### config.mk
export PLATFORM = sky130hd
export DESIGN_NAME = cla_modadd_seq
export DESIGN_NICKNAME = d
export VERILOG_FILES = /design/src/rtl/cla_modadd_seq_pkg.sv /design/src/rtl/cla_modadd_seq_cla4.sv /design/src/rtl/cla_modadd_seq.sv
export SDC_FILE = /design/constraint.sdc
export NUM_CORES = 1
export LEC_CHECK = 0
export ABC_AREA = 1
export CORE_UTILIZATION = 36
export DETAILED_ROUTE_END_ITERATION = 7
export REMOVE_ABC_BUFFERS = 1
export SYNTH_ARGS = -nofsm -noshare
export SYNTH_HDL_FRONTEND = slang
export SYNTH_SLANG_ARGS = --single-unit
### constraint.sdc
create_clock -name clk -period 3.9 [get_ports clk]
set_input_delay 0.78 -clock clk [delete_from_list [all_inputs] [get_ports clk]]
set_output_delay 0.78 -clock clk [all_outputs]
set_load 0.01 [all_outputs]
### src/rtl/cla_modadd_seq_pkg.sv
// rtl/cla_modadd_seq_pkg.sv - state encoding and width default for the serial modular adder
package cla_modadd_seq_pkg;

    localparam int DATA_W_DEFAULT = 64;

    typedef enum logic [1:0] {
        IDLE  = 2'd0,
        PASS1 = 2'd1,
        PASS2 = 2'd2,
        DONE  = 2'd3
    } state_t;

endpackage

### src/rtl/cla_modadd_seq_cla4.sv
// rtl/cla_modadd_seq_cla4.sv - 4-bit carry-lookahead slice with group generate/propagate
module cla_modadd_seq_cla4 (
    input  logic [3:0] a_in,
    input  logic [3:0] b_in,
    input  logic       c_in,
    output logic [3:0] sum,
    output logic       g_out,
    output logic       p_out
);

    logic [3:0] g;
    logic [3:0] p;
    logic [3:0] c;

    always_comb begin
        g     = a_in & b_in;
        p     = a_in ^ b_in;
        c[0]  = c_in;
        c[1]  = g[0] | (p[0] & c_in);
        c[2]  = g[1] | (p[1] & g[0]) | (p[1] & p[0] & c_in);
        c[3]  = g[2] | (p[2] & g[1]) | (p[2] & p[1] & g[0]) | (p[2] & p[1] & p[0] & c_in);
        sum   = p ^ c;
        g_out = g[3] | (p[3] & g[2]) | (p[3] & p[2] & g[1]) | (p[3] & p[2] & p[1] & g[0]);
        p_out = &p;
    end

endmodule

### src/rtl/cla_modadd_seq.sv
// rtl/cla_modadd_seq.sv - nibble-serial (a+b) mod q / (a-b) mod q using one shared CLA4 slice
module cla_modadd_seq
    import cla_modadd_seq_pkg::*;
#(
    parameter int DATA_W = DATA_W_DEFAULT
) (
    input  logic              clk,
    input  logic              rst_n,
    input  logic              start_valid,
    output logic              start_ready,
    input  logic              op_sub,
    input  logic [DATA_W-1:0] a_in,
    input  logic [DATA_W-1:0] b_in,
    input  logic [DATA_W-1:0] q_in,
    output logic              res_valid,
    input  logic              res_ready,
    output logic [DATA_W-1:0] res_out
);

    localparam int SLICES = DATA_W / 4;
    localparam int IDX_W  = (SLICES > 1) ? $clog2(SLICES) : 1;
    localparam logic [IDX_W-1:0] LAST = IDX_W'(SLICES - 1);

    state_t state, state_nxt;

    logic [DATA_W-1:0] a_r, b_r, q_r, s_r, t_r;
    logic              sub_r, c_r, c1_r, c2_r;
    logic [IDX_W-1:0]  k;
    logic [IDX_W+1:0]  sh;

    logic [3:0]        nib_a, nib_b, sum;
    logic              g_out, p_out, c_out;
    logic [DATA_W-1:0] nib_mask, nib_ins, res_sel;

    assign sh = {k, 2'b00};

    always_comb begin
        nib_a = 4'(a_r >> sh);
        nib_b = 4'(b_r >> sh);
        if (state == PASS2) begin
            // Add corrects by s - q (two's complement); sub corrects by s + q.
            nib_a = 4'(s_r >> sh);
            nib_b = sub_r ? 4'(q_r >> sh) : ~4'(q_r >> sh);
        end else if (sub_r) begin
            nib_b = ~4'(b_r >> sh);
        end
    end

    cla_modadd_seq_cla4 u_cla4 (
        .a_in  (nib_a),
        .b_in  (nib_b),
        .c_in  (c_r),
        .sum   (sum),
        .g_out (g_out),
        .p_out (p_out)
    );

    always_comb begin
        c_out    = g_out | (p_out & c_r);
        nib_mask = DATA_W'(4'hF) << sh;
        nib_ins  = DATA_W'(sum) << sh;
        // For sub, c1 set means a >= b so the raw difference is already reduced.
        res_sel  = sub_r ? (c1_r ? s_r : t_r) : ((c1_r | c2_r) ? t_r : s_r);
    end

    always_comb begin
        state_nxt   = state;
        start_ready = (state == IDLE);
        case (state)
            IDLE:    if (start_valid)           state_nxt = PASS1;
            PASS1:   if (k == LAST)             state_nxt = PASS2;
            PASS2:   if (k == LAST)             state_nxt = DONE;
            DONE:    if (res_valid && res_ready) state_nxt = IDLE;
            default:                            state_nxt = IDLE;
        endcase
    end

    always_ff @(posedge clk or negedge rst_n) begin
        if (!rst_n) begin
            state     <= IDLE;
            a_r       <= '0;
            b_r       <= '0;
            q_r       <= '0;
            s_r       <= '0;
            t_r       <= '0;
            sub_r     <= 1'b0;
            c_r       <= 1'b0;
            c1_r      <= 1'b0;
            c2_r      <= 1'b0;
            k         <= '0;
            res_valid <= 1'b0;
            res_out   <= '0;
        end else begin
            state <= state_nxt;
            case (state)
                IDLE: begin
                    if (start_valid) begin
                        a_r   <= a_in;
                        b_r   <= b_in;
                        q_r   <= q_in;
                        sub_r <= op_sub;
                        c_r   <= op_sub;
                        k     <= '0;
                    end
                end
                PASS1: begin
                    s_r <= (s_r & ~nib_mask) | nib_ins;
                    c_r <= c_out;
                    if (k == LAST) begin
                        k    <= '0;
                        c1_r <= c_out;
                        c_r  <= ~sub_r;
                    end else begin
                        k <= k + IDX_W'(1);
                    end
                end
                PASS2: begin
                    t_r <= (t_r & ~nib_mask) | nib_ins;
                    c_r <= c_out;
                    if (k == LAST) begin
                        k    <= '0;
                        c2_r <= c_out;
                    end else begin
                        k <= k + IDX_W'(1);
                    end
                end
                DONE: begin
                    if (!res_valid) begin
                        res_out   <= res_sel;
                        res_valid <= 1'b1;
                    end else if (res_ready) begin
                        res_valid <= 1'b0;
                    end
                end
                default: ;
            endcase
        end
    end

endmodule

# [After elaboration in Yosys (flattened, before gate mapping)]
# Cells that the tools add are included.
[op_classes] add_sub_neg=1 eq_ne=8 shift=6 mux=20 n_bitwise=38 n_reduce_logical=13
[ops] cell="$shr A64 B6 Y4" count=4
[ops] cell="$mux W64" count=3
[ops] cell="$and A64 B64 Y64" count=2
[ops] cell="$or A64 B64 Y64" count=2
[ops] cell="$not A64 Y64" count=1
[ops] cell="$shl A4 B6 Y64" count=1
[ops] cell="$shl A4 B6 Y64 const A" count=1
[ops] cell="$mux W4" count=6
[ops] cell="$and A1 B1 Y1" count=15
[ops] cell="$reduce_and A2 Y1" count=6
[ops] cell="$or A1 B1 Y1" count=11
[ops] cell="$mux W2" count=4
[ops] cell="$not A4 Y4" count=2
[ops] cell="$pmux W2 S4" count=1
[ops] cell="$pmux W4 S2" count=1
[ops] cell="$reduce_and A4 Y1" count=2
[ops] cell="$xor A4 B4 Y4" count=2
[ops] cell="$ne A2 B2 Y1 const B" count=3
[ops] cell="$add A4 B1 Y4 const B" count=1
[ops] cell="$and A4 B4 Y4" count=1
[ops] cell="$eq A2 B2 Y1 const B" count=2
[ops] cell="$eq A4 B4 Y1 const B" count=1
[ops] cell="$mux W1" count=4
[ops] cell="$pmux W1 S3" count=1
[ops] cell="8 further kinds" count=9
[word_totals] regBits=395 input_bits=197 out_inout_bits=66 elab_cells=99

# [Logic depth before layout (Yosys ltp)]
# Gate-level depths: netlist of run 1.
[depth] ltp_word=12 depth_mapped=23 depth_no_buf=22

# [By module]
# Synthesis of run 1 repeated with hierarchy kept, for this count alone.
[hier_totals] hier_cells=2575 area_unflattened_um2=19864.1
[modules_own_cells] module="cla_modadd_seq" instances=1 cells_per_inst=2543 area_per_inst_um2=19653.8 seq_area_each_um2=9884.5
[modules_own_cells] module="cla_modadd_seq_cla4" instances=1 cells_per_inst=32 area_per_inst_um2=210.2 seq_area_each_um2=0.0

# [Worst setup path after synthesis of run 1]
# Ideal clock, no wire load.
[synth_timing] path_type="flip-flop to flip-flop" from="register state[0]" to="register s_r[26]" setup_time_ps=141 t_arrival_ps=2657 required_time_ps=3759 setup_slack_ps=1102 path_stages_with_launch=22 path_buffers=4 period_less_slack_ps=2798 cell_sequence="dfrtp_1 inv_1 ha_1 buf_6 inv_2 buf_6 buf_6 buf_6 a21oi_2 o21ai_1 o211ai_1 nand3_1 nand3_1 nand2_1 ha_1 nand3_1 nand3_1 or2_2 nand2_1 nor2_1 nand2_1 o22ai_1"
[synth_between] elab_chain_cells=9 word_cells_on_any_way=14 cone_classes="eq/ne (2); shift (1); mux (2); bitwise (9)"
[synth_rtl] element="start: declaration" line="cla_modadd_seq.sv:24" text="state_t state, state_nxt;"
[synth_rtl] element="start signal: assignment" line="cla_modadd_seq.sv:94" text="state <= state_nxt;"
[synth_rtl] element="$eq A2 B2 Y1" line="cla_modadd_seq.sv:40" text="if (state == PASS2) begin"
[synth_rtl] element="$mux W4" line="cla_modadd_seq.sv:40"
[synth_rtl] element="$xor A4 B4 Y4 / $and A4 B4 Y4 (equally long branches)" line="cla_modadd_seq_cla4.sv:17, cla_modadd_seq_cla4.sv:16"
[synth_rtl] element="$and A1 B1 Y1" line="cla_modadd_seq_cla4.sv:20" text="c[2] = g[1] | (p[1] & g[0]) | (p[1] & p[0] & c_in);"
[synth_rtl] element="$or A1 B1 Y1 / $and A1 B1 Y1 (equally long branches)" line="cla_modadd_seq_cla4.sv:20"
[synth_rtl] element="$or A1 B1 Y1" line="cla_modadd_seq_cla4.sv:20"
[synth_rtl] element="$xor A4 B4 Y4" line="cla_modadd_seq_cla4.sv:22" text="sum = p ^ c;"
[synth_rtl] element="$shl A4 B6 Y64" line="cla_modadd_seq.sv:61" text="nib_ins = DATA_W'(sum) << sh;"
[synth_rtl] element="$or A64 B64 Y64" line="cla_modadd_seq.sv:107" text="s_r <= (s_r & ~nib_mask) | nib_ins;"
[synth_rtl] element="end signal: assignment" line="cla_modadd_seq.sv:107"
[synth_rtl] element="end: declaration" line="cla_modadd_seq.sv:26" text="logic [DATA_W-1:0] a_r, b_r, q_r, s_r, t_r;"
# Several ways; a longest one is shown, not always the timed one.
# A chain may end at the register's enable or synchronous reset.

# [Final worst setup path of run 1]
[layout_timing] from="register k[0]" to="register t_r[54]"
[layout_between] elab_chain_cells=11 word_cells_on_any_way=23 cone_classes="shift (6); mux (4); bitwise (13)"
[layout_rtl] element="start: declaration" line="cla_modadd_seq.sv:28" text="logic [IDX_W-1:0] k;"
[layout_rtl] element="start signal: assignment" line="cla_modadd_seq.sv:114" text="k <= k + IDX_W'(1);"
[layout_rtl] element="start signal: assignment" line="cla_modadd_seq.sv:124" text="k <= k + IDX_W'(1);"
[layout_rtl] element="$shr A64 B6 Y4, on equally long branches" line="cla_modadd_seq.sv:39, cla_modadd_seq.sv:45, cla_modadd_seq.sv:43"
[layout_rtl] element="$not A4 Y4, on equally long branches" line="cla_modadd_seq.sv:45, cla_modadd_seq.sv:43"
[layout_rtl] element="$mux W4, on equally long branches" line="cla_modadd_seq.sv:44, cla_modadd_seq.sv:43"
[layout_rtl] element="$mux W4" line="cla_modadd_seq.sv:40"
[layout_rtl] element="$xor A4 B4 Y4 / $and A4 B4 Y4 (equally long branches)" line="cla_modadd_seq_cla4.sv:17, cla_modadd_seq_cla4.sv:16"
[layout_rtl] element="$and A1 B1 Y1" line="cla_modadd_seq_cla4.sv:20"
[layout_rtl] element="$or A1 B1 Y1 / $and A1 B1 Y1 (equally long branches)" line="cla_modadd_seq_cla4.sv:20"
[layout_rtl] element="$or A1 B1 Y1" line="cla_modadd_seq_cla4.sv:20"
[layout_rtl] element="$xor A4 B4 Y4" line="cla_modadd_seq_cla4.sv:22"
[layout_rtl] element="$shl A4 B6 Y64" line="cla_modadd_seq.sv:61"
[layout_rtl] element="$or A64 B64 Y64 (*)" line="cla_modadd_seq.sv:118" text="t_r <= (t_r & ~nib_mask) | nib_ins;"
[layout_rtl] element="end signal: assignment" line="cla_modadd_seq.sv:118"
[layout_rtl] element="end: declaration" line="cla_modadd_seq.sv:26"
# Mark *: on every way between the ends. The rest lies on a longest branch, timed or not.

==> summary.txt, run 1 <==
Status
  – Status: complete, no violations

Layout
  – Non-Filler Instances: between 3,000 and 4,000
  – Fin util: a little under half
  – Final layout net count: between 2,000 and 3,000
  – Post-route cell area: approximately 25,000 µm²
  – Layout area overhead: 24.1%
  – Filler instances: about 5,300
  – Share of layout cells above drive strength 1: ~10%

Global routing
  – Gr ovfl total: 0
  – GR Layer Usage met1: 31.5%
  – Gr usage total: 23.1%
  – GRT met2 Usage: a little under two fifths
  – First-pass GRT wire length: roughly 100,000 µm
  – Initial antenna violation count: 8
  – Largest net degree at the start of global routing: 121
  – Vias in the first global route: roughly 17,000
  – GR Util met3: between 4 and 5%
  – Most used routing layer: met2

Die
  – Initial Utilization: between 30% and 40%
  – Ports: between 200 and 300
  – Die span in y: approximately 240 µm
  – Die ar.: ~56,000 µm²
  – Horiz. Die Dim: roughly 240 µm
  – Row count: 85
  – Core Box Area: 54,200 µm²

Yosys
  – Ys async rst share: 100%
  – Synth unique cells: 37
  – Complex-gate fraction of the synthesized area: approximately 18%
  – Mapped Cells: between 2,000 and 2,500
  – Simple-gate share of the synthesized area: 18.2%
  – Synth Flop Type: dfrtp_1
  – Leading area contributor after synthesis: dfrtp_1
  – Post-synthesis adder-cell area fraction: under 10%
  – Yosys reg bits: 395
  – Main combinational cell family by area after synthesis: simple AND/OR/NAND/NOR gates
  – Synth warn: 0
  – Post-synthesis mux area share: 5.66%
  – Largest cells by area after synthesis: dfrtp_1 (50%), nand2_1 (9.0%), o21ai_0 (7.4%), mux2_2 (5.7%), nor2_1 (5.0%)
  – Mean Syn Cell Area: 8.29 µm²
  – Post-synthesis sequential area ratio: approximately 50%
  – Number of synthesized flops with an enable pin: 0
  – XOR/XNOR Fraction of Synth Area: less than 1%
  – Yosys top cell area share: between 40% and 50%
  – Mapped Area: 19,900 µm²

Worst setup path
  – Setup crit start kind: flop
  – Worst EP arrival: 4.03 ns
  – Slowest CP cell: dfrtp_2
  – Critical-path maximum fanout: 10
  – CP dominant cell by count: nand2_1
  – WS Path Type: flop to flop
  – Critical Path End Type: flop
  – Cells on worst reg2reg path: 19
  – Crit Reg-Reg Endpoint: t_r[54]
  – Worst r2r src: k[0]
  – CP cell instances: nand2_2 > inv_1 > nand2_1 > nand2_1 > nor2_1 > nor2_1 > nor2_1 > nand2_1 > nand3_1 > nand2_1 > ha_1 > nand3_1 > nand3_1 > or2_2 > nand2_1 > buf_12 > nor2_1 > nand2_1 > o21ai_0
  – Req. time, crit path: 4.40 ns
  – Slowest Stage Delay on Critical Path: between 0.5 and 0.6 ns
  – FF-to-FF setup slack: between 0.3 and 0.4 ns

Clocking
  – CTS tree: yes
  – Post-CTS Setup Bufs: 0
  – Clock Path Buffers: 3
  – CTS Root Cell: clkbuf_16
  – Clock Pin Slew Worst Setup and Hold Paths: ~0.060 ns
  – Count of hold-fix buffers inserted at cts: 0
  – CTS Buf Count: 45
  – Htree depth: 2
  – Sink Count: ~400
  – Latest clock arrival within the worst-skew pair: about 0.6 ns
  – Post-CTS resize count: 0

Placed design
  – Hpwl dp: 45,500 µm
  – PortBufs: 262
  – Placer Congestion: approximately 0.91
  – Cells after DPL: between 3,000 and 4,000
  – Pre-CTS setup slack: roughly 0.23 ns
  – Area after DPL: 23,300 µm²

Timing
  – Least-Margin Pin Slew: between 1 and 1.5 ns
  – Setup WS post-layout: roughly 0.38 ns
  – Fin crit period: roughly 3.5 ns
  – Finish-stage setup viols: 0
  – Max Fclk: between 0.2 and 0.3 GHz
  – Final Hold Viols: 0
  – Tcrit/Tclk final: between 90% and 100%
  – Setup Skew: 0.0287 ns
  – Slew headroom: approximately a fifth
  – RSZ-0062 raised after global routing: no
  – Slew Viols, Final: 0

Power
  – Worst IR Drop VDD: 0.437 mV
  – LEAKAGE: approximately 11 nW
  – PwrDens: 892 nW/µm²
  – Design Power: roughly 0.022 W

Min path
  – Min-delay worst type: input port to async pin

Routing
  – DR vias/cell: 5.31
  – WL final: around 65,000 µm
  – DRT antenna net count: 0
  – DRC Markers: 0
  – Wire per inst: ~19 µm
  – First-pass detailed-route iteration total: 8
  – Detailed router's first-iteration violation count: 1,625
  – Vias: 17,700

Run
  – Max cap viols: 0
worst max-delay path by stage:
stage	start	endpoint	slack, ns
2_1_floorplan	start_valid	k[2]	-3.33
3_3_place_gp	k[2]	t_r[38]	0.31
3_5_place_dp	k[2]	t_r[54]	0.23
4_1_cts	k[2]	t_r[38]	0.21
5_1_grt	k[0]	t_r[38]	0.07
6_report	k[0]	t_r[54]	0.38
placed cells by master (no fill, tap or decap), types with 25 or more instances in the layout:
cell               n
nand3_1          129
mux2_2           100
nor2_1           264
buf_4             43
a21oi_1          173
a31oi_1           46
o21ai_0          294
inv_1            169
o22ai_1           46
o21bai_1          46
nand2_1          477
o21ai_1           25
dfrtp_1          390
clkdlybuf4s50_1  261
clkbuf_16         45
routing by layer:
| metal | vias to the layer above | share of wire, % | routed length [µm] |
|---|---|---|---|
| li1 | 8415 | - | - |
| met1 | 8511 | 44 | 28200 |
| met2 | 687 | 47 | 30100 |
| met3 | 103 | 7.6 | 4890 |
| met4 | 8 | 2.3 | 1480 |
| met5 | - | 0.093 | 60 |
cell families after synthesis:
logic type	Yosys count
compound gates	652
xor+xnor	1
fa+ha+maj	16
buf+inv	343
flops	395
mux	100
simple gates	895
cells in the mapped netlist, types with 2 or more instances:
library cell	instances
inv_2	9
o21bai_1	46
a21oi_2	4
nand2_1	478
nand2_2	2
ha_1	15
o211ai_2	2
a21oi_1	173
buf_1	7
buf_2	66
o211ai_1	14
a31oi_1	46
buf_4	5
buf_6	13
inv_4	3
mux2_2	100
o22ai_1	46
nor2_2	2
o21ai_0	294
o21ai_1	25
nor2_4	5
nor2_8	2
nand4_1	3
clkbuf_1	69
nand3_1	129
nor3_1	5
inv_1	170
dfrtp_1	395
nor2_1	266
layout make-up:
class / instances / area (µm²) / share of cell area, %
Antenna cell: 4 / 10.0 / 0.0405
Clock buffer: 64 / 1260 / 5.09
Clock inverter: 14 / 175 / 0.709
Inverter: 183 / 697 / 2.82
Multi-Input combinational cell: 1664 / 8570 / 34.7
Sequential cell: 395 / 9890 / 40.0
Tap cell: 696 / 871 / 3.52
Timing Repair Buffer: 320 / 3240 / 13.1
power by group:
group          leakage (nW)  switching [W]  total, W  internal (W)
clock                 0.706        0.00175   0.00419       0.00244
combinational          5.67        0.00678    0.0109       0.00415
sequential             4.48        0.00113   0.00693       0.00580
total                  10.9        0.00966    0.0220        0.0124
registers in the layout, indices dropped and copies added (netlist names):
name / cells
a_r: 64
b_r: 64
q_r: 64
res_out: 64
s_r: 64
t_r: 64
k: 4
state: 2
c1_r: 1
c2_r: 1
c_r: 1
res_valid: 1
sub_r: 1
worst max-delay path: cells and delay by family (launching register included):
family,cells,cell delay (ns)
and+or+nand+nor,15,1.96
DFF,1,0.53
buffers and inverters,2,0.40
adders and majority gates,1,0.38
AOI/OAI and AO/OA,1,0.17
per-stage QoR:
stage               TNS (ns)  hold WS [ns]
floorplan            -795.00         0.472
global placement           0         0.482
detailed placement         0         0.490
CTS                        0         0.211
global route               0         0.230
finish                     0         0.184
Note: power is estimated with default switching activity, not from simulation.
==> run 2: changes to the inputs <==
- GPL_TIMING_DRIVEN: unset -> 1
- PLACE_DENSITY: unset -> 0.6
==> results of run 2 <==
Same layout as run 1: the final DEF is identical, and so are final timing and power.
